[config.mk]
export PLATFORM = sky130hd
export DESIGN_NAME = ws_tile_feeder_flat
export DESIGN_NICKNAME = d
export VERILOG_FILES = /design/src/rtl/ws_tile_feeder_if.sv /design/src/rtl/ws_tile_feeder.sv /design/src/flat_wrapper.sv
export SDC_FILE = /design/constraint.sdc
export NUM_CORES = 2
export LEC_CHECK = 0
export CAP_MARGIN = 20
export CORE_AREA = 2 2 627 629
export DETAILED_ROUTE_END_ITERATION = 12
export DIE_AREA = 0 0 629 631
export GPL_ROUTABILITY_DRIVEN = 0
export REMOVE_ABC_BUFFERS = 1
export SLEW_MARGIN = 20
export SYNTH_ARGS = -nofsm -noshare
export SYNTH_HDL_FRONTEND = slang
export SYNTH_SLANG_ARGS = --single-unit
[constraint.sdc]
create_clock -name clk -period 6.4 [get_ports clk]
set_input_delay 0.96 -clock clk [delete_from_list [all_inputs] [get_ports clk]]
set_output_delay 0.96 -clock clk [all_outputs]
set_load 0.05 [all_outputs]
[src/rtl/ws_tile_feeder_if.sv]
// Job, weight/input stream and array-pin bundle for ws_tile_feeder.
// The feeder takes the slave view; the job source plus array side take the master view.
interface ws_tile_feeder_if #(
  parameter int unsigned rows      = 16,
  parameter int unsigned cols      = 16,
  parameter int unsigned ip_width  = 8,
  parameter int unsigned op_width  = 32,
  parameter int unsigned cnt_width = 16
);
  logic                      start;
  logic [cnt_width-1:0]      num_vecs;
  logic [cols*op_width-1:0]  bias_vec;
  logic                      w_valid;
  logic                      w_ready;
  logic [cols*ip_width-1:0]  w_data;
  logic                      x_valid;
  logic                      x_ready;
  logic [rows*ip_width-1:0]  x_data;
  logic                      arr_en;
  logic                      arr_clr;
  logic [cols*ip_width-1:0]  arr_weight_matrix;
  logic [rows*ip_width-1:0]  arr_input_matrix;
  logic [cols*op_width-1:0]  arr_psum_init_vec;
  logic                      arr_compute_done;
  logic                      busy;
  logic                      done;
  logic [31:0]               job_cycles;

  modport master (
    output start, num_vecs, bias_vec, w_valid, w_data, x_valid, x_data,
           arr_compute_done,
    input  w_ready, x_ready, arr_en, arr_clr, arr_weight_matrix,
           arr_input_matrix, arr_psum_init_vec, busy, done, job_cycles
  );

  modport slave (
    input  start, num_vecs, bias_vec, w_valid, w_data, x_valid, x_data,
           arr_compute_done,
    output w_ready, x_ready, arr_en, arr_clr, arr_weight_matrix,
           arr_input_matrix, arr_psum_init_vec, busy, done, job_cycles
  );
endinterface

[src/rtl/ws_tile_feeder.sv]
// Tile-job sequencer for the weight-stationary array: loads weight rows, streams
// input vectors with the captured bias, then waits for a fresh compute_done edge.
module ws_tile_feeder #(
  parameter int unsigned rows      = 16,
  parameter int unsigned cols      = 16,
  parameter int unsigned ip_width  = 8,
  parameter int unsigned op_width  = 32,
  parameter int unsigned cnt_width = 16
) (
  input  logic             clk,
  input  logic             rst,
  ws_tile_feeder_if.slave  bus
);
  localparam int unsigned WW = cols * ip_width;
  localparam int unsigned XW = rows * ip_width;
  localparam int unsigned BW = cols * op_width;
  localparam logic [cnt_width-1:0] CNT_ONE  = cnt_width'(1);
  localparam logic [cnt_width-1:0] LAST_ROW = cnt_width'(rows - 1);

  typedef enum logic [2:0] {
    IDLE,
    LOAD_W,
    STREAM_X,
    DRAIN,
    FINISH
  } state_e;

  state_e               state_q, state_d;
  logic [cnt_width-1:0] beat_cnt_q, beat_cnt_d;
  logic [cnt_width-1:0] num_vecs_q, num_vecs_d;
  logic [BW-1:0]        bias_q, bias_d;
  logic [31:0]          job_cycles_q, job_cycles_d;
  logic                 cd_q;

  logic                 arr_en_q, arr_en_d;
  logic                 arr_clr_q, arr_clr_d;
  logic [WW-1:0]        arr_w_q, arr_w_d;
  logic [XW-1:0]        arr_x_q, arr_x_d;
  logic [BW-1:0]        arr_p_q, arr_p_d;

  logic                 w_ready, x_ready;
  logic                 w_fire, x_fire, cd_rise;

  assign w_fire  = bus.w_valid & w_ready;
  assign x_fire  = bus.x_valid & x_ready;
  // Only a rising edge counts, so a level held over from earlier is never taken as completion.
  assign cd_rise = bus.arr_compute_done & ~cd_q;

  always_ff @(posedge clk) begin
    if (rst) begin
      state_q      <= IDLE;
      beat_cnt_q   <= '0;
      num_vecs_q   <= '0;
      bias_q       <= '0;
      job_cycles_q <= '0;
      cd_q         <= 1'b0;
      arr_en_q     <= 1'b0;
      arr_clr_q    <= 1'b0;
      arr_w_q      <= '0;
      arr_x_q      <= '0;
      arr_p_q      <= '0;
    end else begin
      state_q      <= state_d;
      beat_cnt_q   <= beat_cnt_d;
      num_vecs_q   <= num_vecs_d;
      bias_q       <= bias_d;
      job_cycles_q <= job_cycles_d;
      cd_q         <= bus.arr_compute_done;
      arr_en_q     <= arr_en_d;
      arr_clr_q    <= arr_clr_d;
      arr_w_q      <= arr_w_d;
      arr_x_q      <= arr_x_d;
      arr_p_q      <= arr_p_d;
    end
  end

  always_comb begin
    state_d      = state_q;
    beat_cnt_d   = beat_cnt_q;
    num_vecs_d   = num_vecs_q;
    bias_d       = bias_q;
    job_cycles_d = job_cycles_q;
    arr_en_d     = 1'b0;
    arr_clr_d    = 1'b0;
    arr_w_d      = '0;
    arr_x_d      = '0;
    arr_p_d      = '0;

    // The start cycle is counted by loading 1; FINISH is the last counted cycle.
    if (state_q != IDLE && job_cycles_q != '1) begin
      job_cycles_d = job_cycles_q + 32'd1;
    end

    unique case (state_q)
      IDLE: begin
        if (bus.start) begin
          num_vecs_d   = bus.num_vecs;
          bias_d       = bus.bias_vec;
          job_cycles_d = 32'd1;
          beat_cnt_d   = '0;
          state_d      = LOAD_W;
        end
      end
      LOAD_W: begin
        if (w_fire) begin
          arr_en_d  = 1'b1;
          arr_clr_d = 1'b1;
          arr_w_d   = bus.w_data;
          if (beat_cnt_q == LAST_ROW) begin
            beat_cnt_d = '0;
            state_d    = (num_vecs_q != '0) ? STREAM_X : FINISH;
          end else begin
            beat_cnt_d = beat_cnt_q + CNT_ONE;
          end
        end
      end
      STREAM_X: begin
        if (x_fire) begin
          arr_en_d = 1'b1;
          arr_x_d  = bus.x_data;
          arr_p_d  = bias_q;
          if (beat_cnt_q == num_vecs_q - CNT_ONE) begin
            beat_cnt_d = '0;
            state_d    = DRAIN;
          end else begin
            beat_cnt_d = beat_cnt_q + CNT_ONE;
          end
        end
      end
      DRAIN: begin
        if (cd_rise) begin
          state_d = FINISH;
        end
      end
      FINISH: begin
        state_d = IDLE;
      end
      default: begin
        state_d = IDLE;
      end
    endcase
  end

  always_comb begin
    w_ready  = 1'b0;
    x_ready  = 1'b0;
    bus.busy = 1'b0;
    bus.done = 1'b0;
    unique case (state_q)
      LOAD_W: begin
        w_ready  = 1'b1;
        bus.busy = 1'b1;
      end
      STREAM_X: begin
        x_ready  = 1'b1;
        bus.busy = 1'b1;
      end
      DRAIN: begin
        bus.busy = 1'b1;
      end
      FINISH: begin
        bus.done = 1'b1;
      end
      default: begin
      end
    endcase
  end

  assign bus.w_ready           = w_ready;
  assign bus.x_ready           = x_ready;
  assign bus.job_cycles        = job_cycles_q;
  assign bus.arr_en            = arr_en_q;
  assign bus.arr_clr           = arr_clr_q;
  assign bus.arr_weight_matrix = arr_w_q;
  assign bus.arr_input_matrix  = arr_x_q;
  assign bus.arr_psum_init_vec = arr_p_q;
endmodule

[src/flat_wrapper.sv]
// flat-port wrapper written by rule: the top's interface ports become plain ports
module ws_tile_feeder_flat 
#(
  parameter int unsigned rows      = 16,
  parameter int unsigned cols      = 16,
  parameter int unsigned ip_width  = 8,
  parameter int unsigned op_width  = 32,
  parameter int unsigned cnt_width = 16
)
  (clk, rst, bus_start, bus_num_vecs, bus_bias_vec, bus_w_valid, bus_w_data, bus_x_valid, bus_x_data, bus_arr_compute_done, bus_w_ready, bus_x_ready, bus_arr_en, bus_arr_clr, bus_arr_weight_matrix, bus_arr_input_matrix, bus_arr_psum_init_vec, bus_busy, bus_done, bus_job_cycles);
  ws_tile_feeder_if #(.rows(rows), .cols(cols), .ip_width(ip_width), .op_width(op_width), .cnt_width(cnt_width)) bus_i ();
  input  logic clk;
  input  logic rst;
  input wire logic [$bits(bus_i.start)-1:0] bus_start;
  input wire logic [$bits(bus_i.num_vecs)-1:0] bus_num_vecs;
  input wire logic [$bits(bus_i.bias_vec)-1:0] bus_bias_vec;
  input wire logic [$bits(bus_i.w_valid)-1:0] bus_w_valid;
  input wire logic [$bits(bus_i.w_data)-1:0] bus_w_data;
  input wire logic [$bits(bus_i.x_valid)-1:0] bus_x_valid;
  input wire logic [$bits(bus_i.x_data)-1:0] bus_x_data;
  input wire logic [$bits(bus_i.arr_compute_done)-1:0] bus_arr_compute_done;
  output wire logic [$bits(bus_i.w_ready)-1:0] bus_w_ready;
  output wire logic [$bits(bus_i.x_ready)-1:0] bus_x_ready;
  output wire logic [$bits(bus_i.arr_en)-1:0] bus_arr_en;
  output wire logic [$bits(bus_i.arr_clr)-1:0] bus_arr_clr;
  output wire logic [$bits(bus_i.arr_weight_matrix)-1:0] bus_arr_weight_matrix;
  output wire logic [$bits(bus_i.arr_input_matrix)-1:0] bus_arr_input_matrix;
  output wire logic [$bits(bus_i.arr_psum_init_vec)-1:0] bus_arr_psum_init_vec;
  output wire logic [$bits(bus_i.busy)-1:0] bus_busy;
  output wire logic [$bits(bus_i.done)-1:0] bus_done;
  output wire logic [$bits(bus_i.job_cycles)-1:0] bus_job_cycles;
  assign bus_i.start = bus_start;
  assign bus_i.num_vecs = bus_num_vecs;
  assign bus_i.bias_vec = bus_bias_vec;
  assign bus_i.w_valid = bus_w_valid;
  assign bus_i.w_data = bus_w_data;
  assign bus_i.x_valid = bus_x_valid;
  assign bus_i.x_data = bus_x_data;
  assign bus_i.arr_compute_done = bus_arr_compute_done;
  assign bus_w_ready = bus_i.w_ready;
  assign bus_x_ready = bus_i.x_ready;
  assign bus_arr_en = bus_i.arr_en;
  assign bus_arr_clr = bus_i.arr_clr;
  assign bus_arr_weight_matrix = bus_i.arr_weight_matrix;
  assign bus_arr_input_matrix = bus_i.arr_input_matrix;
  assign bus_arr_psum_init_vec = bus_i.arr_psum_init_vec;
  assign bus_busy = bus_i.busy;
  assign bus_done = bus_i.done;
  assign bus_job_cycles = bus_i.job_cycles;
  ws_tile_feeder #(.rows(rows), .cols(cols), .ip_width(ip_width), .op_width(op_width), .cnt_width(cnt_width)) u_core (.clk(clk), .rst(rst), .bus(bus_i));
endmodule
==> run_results.csv <==
group,metric,value,unit
synthesis,yosysTopAreaCell,"dfxtp_1",
floorplan,start_util,10.7,%
route,via_count,36400,
setup_path,crit_start,"u_core.state_q[0]",
setup_path,required,5.44,ns
floorplan,core_area,0.391,mm^2
timing,final-hold-violation-count,0,
grt,overflow,0,
setup_path,cp-start-kind,"flop",
grt,grt_max_degree,199,
setup_path,worst_setup_path_end_kind,"output pin",
setup_path,r2r_start,"u_core.bus.job_cycles[3]",
cells_and_area,stdcell_count,11300,
clocking,ctsHoldBuffers,0,
floorplan,core.rowCount,230,
setup_path,cpMaxStageDelayCell,"clkdlybuf4s50_1",
floorplan,ios,1596,
timing,fmax,263,MHz
timing,holdWs,0.414,ns
floorplan,die_height,631,um
setup_path,r2r_cells,8,
cells_and_area,syn2layout_area_growth,66.4,%
synthesis,synth_top_area_share,64.8,%
synthesis,syn_inst,4302,
clocking,clk_latency,0.87,ns
grt,antenna_found_initial,345,
timing,worst_pin_slew,1.19,ns
clocking,tritoncts,"yes",
clocking,clk_pin_slew_worst_paths,0.06,ns
synthesis,avgSynthCellArea,9.69,um^2
power_and_ir_drop,ir_drop,0.282,mV
setup_path,r2r_end,"u_core.bus.job_cycles[24]",
route,routed_via_density,3.24,
timing,period_share,59.5,%
placed_design,io_buffers,1595,
clocking,cts.htree.levels,4,
placed_design,dpl.hpwl,243,mm
route,drc,0,
timing,timing.clock.skew,0.0534,ns
clocking,root_buffer,"clkbuf_16",
route,routedWlPerCell,26.1,um
timing,finalMaxSlewViolations,0,
synthesis,synth_flop_cell,"dfxtp_1",
outcome,status,"complete, no violations",
clocking,cts_setup_buffers,0,
route,dr.pass1.iters,8,
synthesis,ys_types,63,
clocking,cts_sinks,1350,
timing,setup_violations,0,
timing,post-route-min-period,3.81,ns
synthesis,syn_area,0.0417,mm^2
cells_and_area,nNetsFinal,6611,
timing,relSlewSlack,21.0,%
grt,grt_usage,14.2,%
synthesis,yosysWarningCount,0,
synthesis,netlist_top_cells_area,"dfxtp_1 65%, and2_1 12%, nand2_1 9.8%",
synthesis,ys_async_sr_fraction,0,%
setup_path,setup.worst_path.end,"bus_w_ready",
synthesis,yosysSeqAreaShare,64.8,%
power_and_ir_drop,p_leak,25.0,nW
synthesis,synth_edf_count,0,
floorplan,die-area,0.397,mm^2
setup_path,crit_arrival,2.85,ns
route,drtIter0Drc,2393,
grt,grt_pass1_vias,33900,
setup_path,cp_max_fo,12,
timing,rsz0062_at_grt,"no",
setup_path,crit_chain,"nand2b_1, nor2_1, clkdlybuf4s50_1",
clocking,cts_resized,0,
synthesis,synth_seq_cells,1350,
clocking,cts_made_buffers,172,
grt,grt_pass1_wl,363,mm
route,drt_wl_total,294,mm
route,antenna_left,0,
setup_path,reg2reg_setup_slack,3.48,ns
clocking,clock_path_buffers,4,
cells_and_area,final_layout_size_suffix_gt1_share,5.61,%
power_and_ir_drop,pwr_density_cell,340,mW/mm^2
placed_design,post-place-cells,10900,
min_path,hold_class,"reg -> reg",
setup_path,critPathKind,"reg -> out",
setup_path,slowest_delay,0.93,ns
flow_run,maxCapViolCount,0,
floorplan,die_w,629,um
[worst min path at each step]
stage	startpoint	end	depth (start not counted)
2_1_floorplan	u_core.bias_q[0]	u_core.bias_q[0]	2
3_3_place_gp	u_core.bias_q[335]	u_core.bus.arr_psum_init_vec[335]	1
3_5_place_dp	u_core.bias_q[206]	u_core.bus.arr_psum_init_vec[206]	1
4_1_cts	u_core.bias_q[67]	u_core.bus.arr_psum_init_vec[67]	1
5_1_grt	u_core.bias_q[71]	u_core.bus.arr_psum_init_vec[71]	1
6_report	u_core.bias_q[71]	u_core.bus.arr_psum_init_vec[71]	1
[layout make-up]
cell class,count,area (um^2)
timing repair buffer,1618,16300
clock inverter,76,967
sequential,1350,27000
tap,5220,6530
clock buffer,232,4810
antenna,86,215
inverter,6,22.5
fill,43700,321000
multi-input combinational,2669,13500
[through the flow]
stage | power (mW) | utilization, % | setup slack, ns | instance area [um^2] | TNS (ns)
floorplan | 12.3 | - | -6.49 | 40600 | -3449.55
global placement | 13.6 | 16.2 | 2.99 | 63400 | 0
detailed placement | 13.7 | 16.2 | 2.96 | 63400 | 0
CTS | 24.0 | 17.7 | 2.44 | 69200 | 0
global route | 24.7 | 17.7 | 2.42 | 69200 | 0
finish | 23.6 | 17.8 | 2.59 | 69400 | 0
[flip-flops by register name (all words and copies together), names as in the netlist]
signal                        count
u_core.beat_cnt_q                16
u_core.num_vecs_q                16
u_core.cd_q                       1
u_core.state_q                    3
u_core.bus.job_cycles            32
u_core.bus.arr_clr                1
u_core.bus.arr_weight_matrix    128
u_core.bias_q                   512
u_core.bus.arr_psum_init_vec    512
u_core.bus.arr_input_matrix     128
u_core.bus.arr_en                 1
[routing by layer]
layer  track usage [%]  vias up  wire length [um]
met5             0.278        -              1500
met4              6.66      184             15700
met3              9.72      711             44400
met2              22.2     1867            130000
met1              14.3    16900            102000
li1                  -    16800                 -
[cell usage after synthesis, types with 2 or more instances]
cell	count
dfxtp_1	1350
nand2_1	1087
and2_1	776
a21oi_1	536
clkbuf_1	253
nor2_1	53
xor2_1	31
and3_1	21
xnor2_1	19
buf_1	14
nand4_1	14
a21o_1	11
nor3b_1	11
nor4_1	11
nand3_1	10
o21ai_1	10
nor3_1	9
and4_1	6
inv_1	6
buf_6	5
ha_1	4
o21ai_0	4
or2_2	4
nor2b_1	3
o211ai_1	3
or3_1	3
a211o_2	2
a211oi_1	2
a21boi_1	2
a31oi_1	2
buf_4	2
clkbuf_8	2
mux2i_1	2
nand2b_1	2
nand4b_1	2
nor4_2	2
nor4_4	2
[report_power, final]
part           total [mW]  internal [mW]  leakage (nW)  switching (mW)
clock network        10.1           5.90          2.83            4.23
registers            9.49           9.11          11.0           0.374
logic                3.96           1.35          11.2            2.61
[worst max-delay path: cells and delay by family, from the launching register on]
kind	cells	cell delay, ns
buffers and inverters	1	0.93
DFF	1	0.59
and+or+nand+nor	2	0.44
[placed cells by master, fill, tap and decap left out, drive strengths merged, types with 2 or more instances in the layout]
cell,n
xor2,31
a211oi,2
a32oi,2
a211o,2
or2,5
nor2,53
nand4,15
and2,778
bufinv,14
a21oi,536
or3,4
ha,4
nor4,15
a21boi,2
clkinv,36
o21ai,14
mux2i,2
and4,6
dfxtp,1350
xnor2,19
inv,25
nand3,11
o211ai,3
a21o,11
and3,22
nand2,1087
nand4b,2
nor3b,12
clkdlybuf4s50,1586
buf,32
diode,86
nand2b,2
nor3,10
a31oi,2
clkinvlp,7
clkbuf,232
nor2b,3
[cell families after synthesis]
kind of cell               count (synthesis)  share of synthesized area [%]
and+or+nand+nor                         2030                           23.9
DFF                                     1350                           64.8
AOI/OAI and AO/OA                        583                           7.33
buffers and inverters                    283                           2.71
xor gates and xnor gates                  50                           1.05
adders and majority gates                  4                          0.120
muxes                                      2                         0.0480
Power figures use the tool's default switching activity.
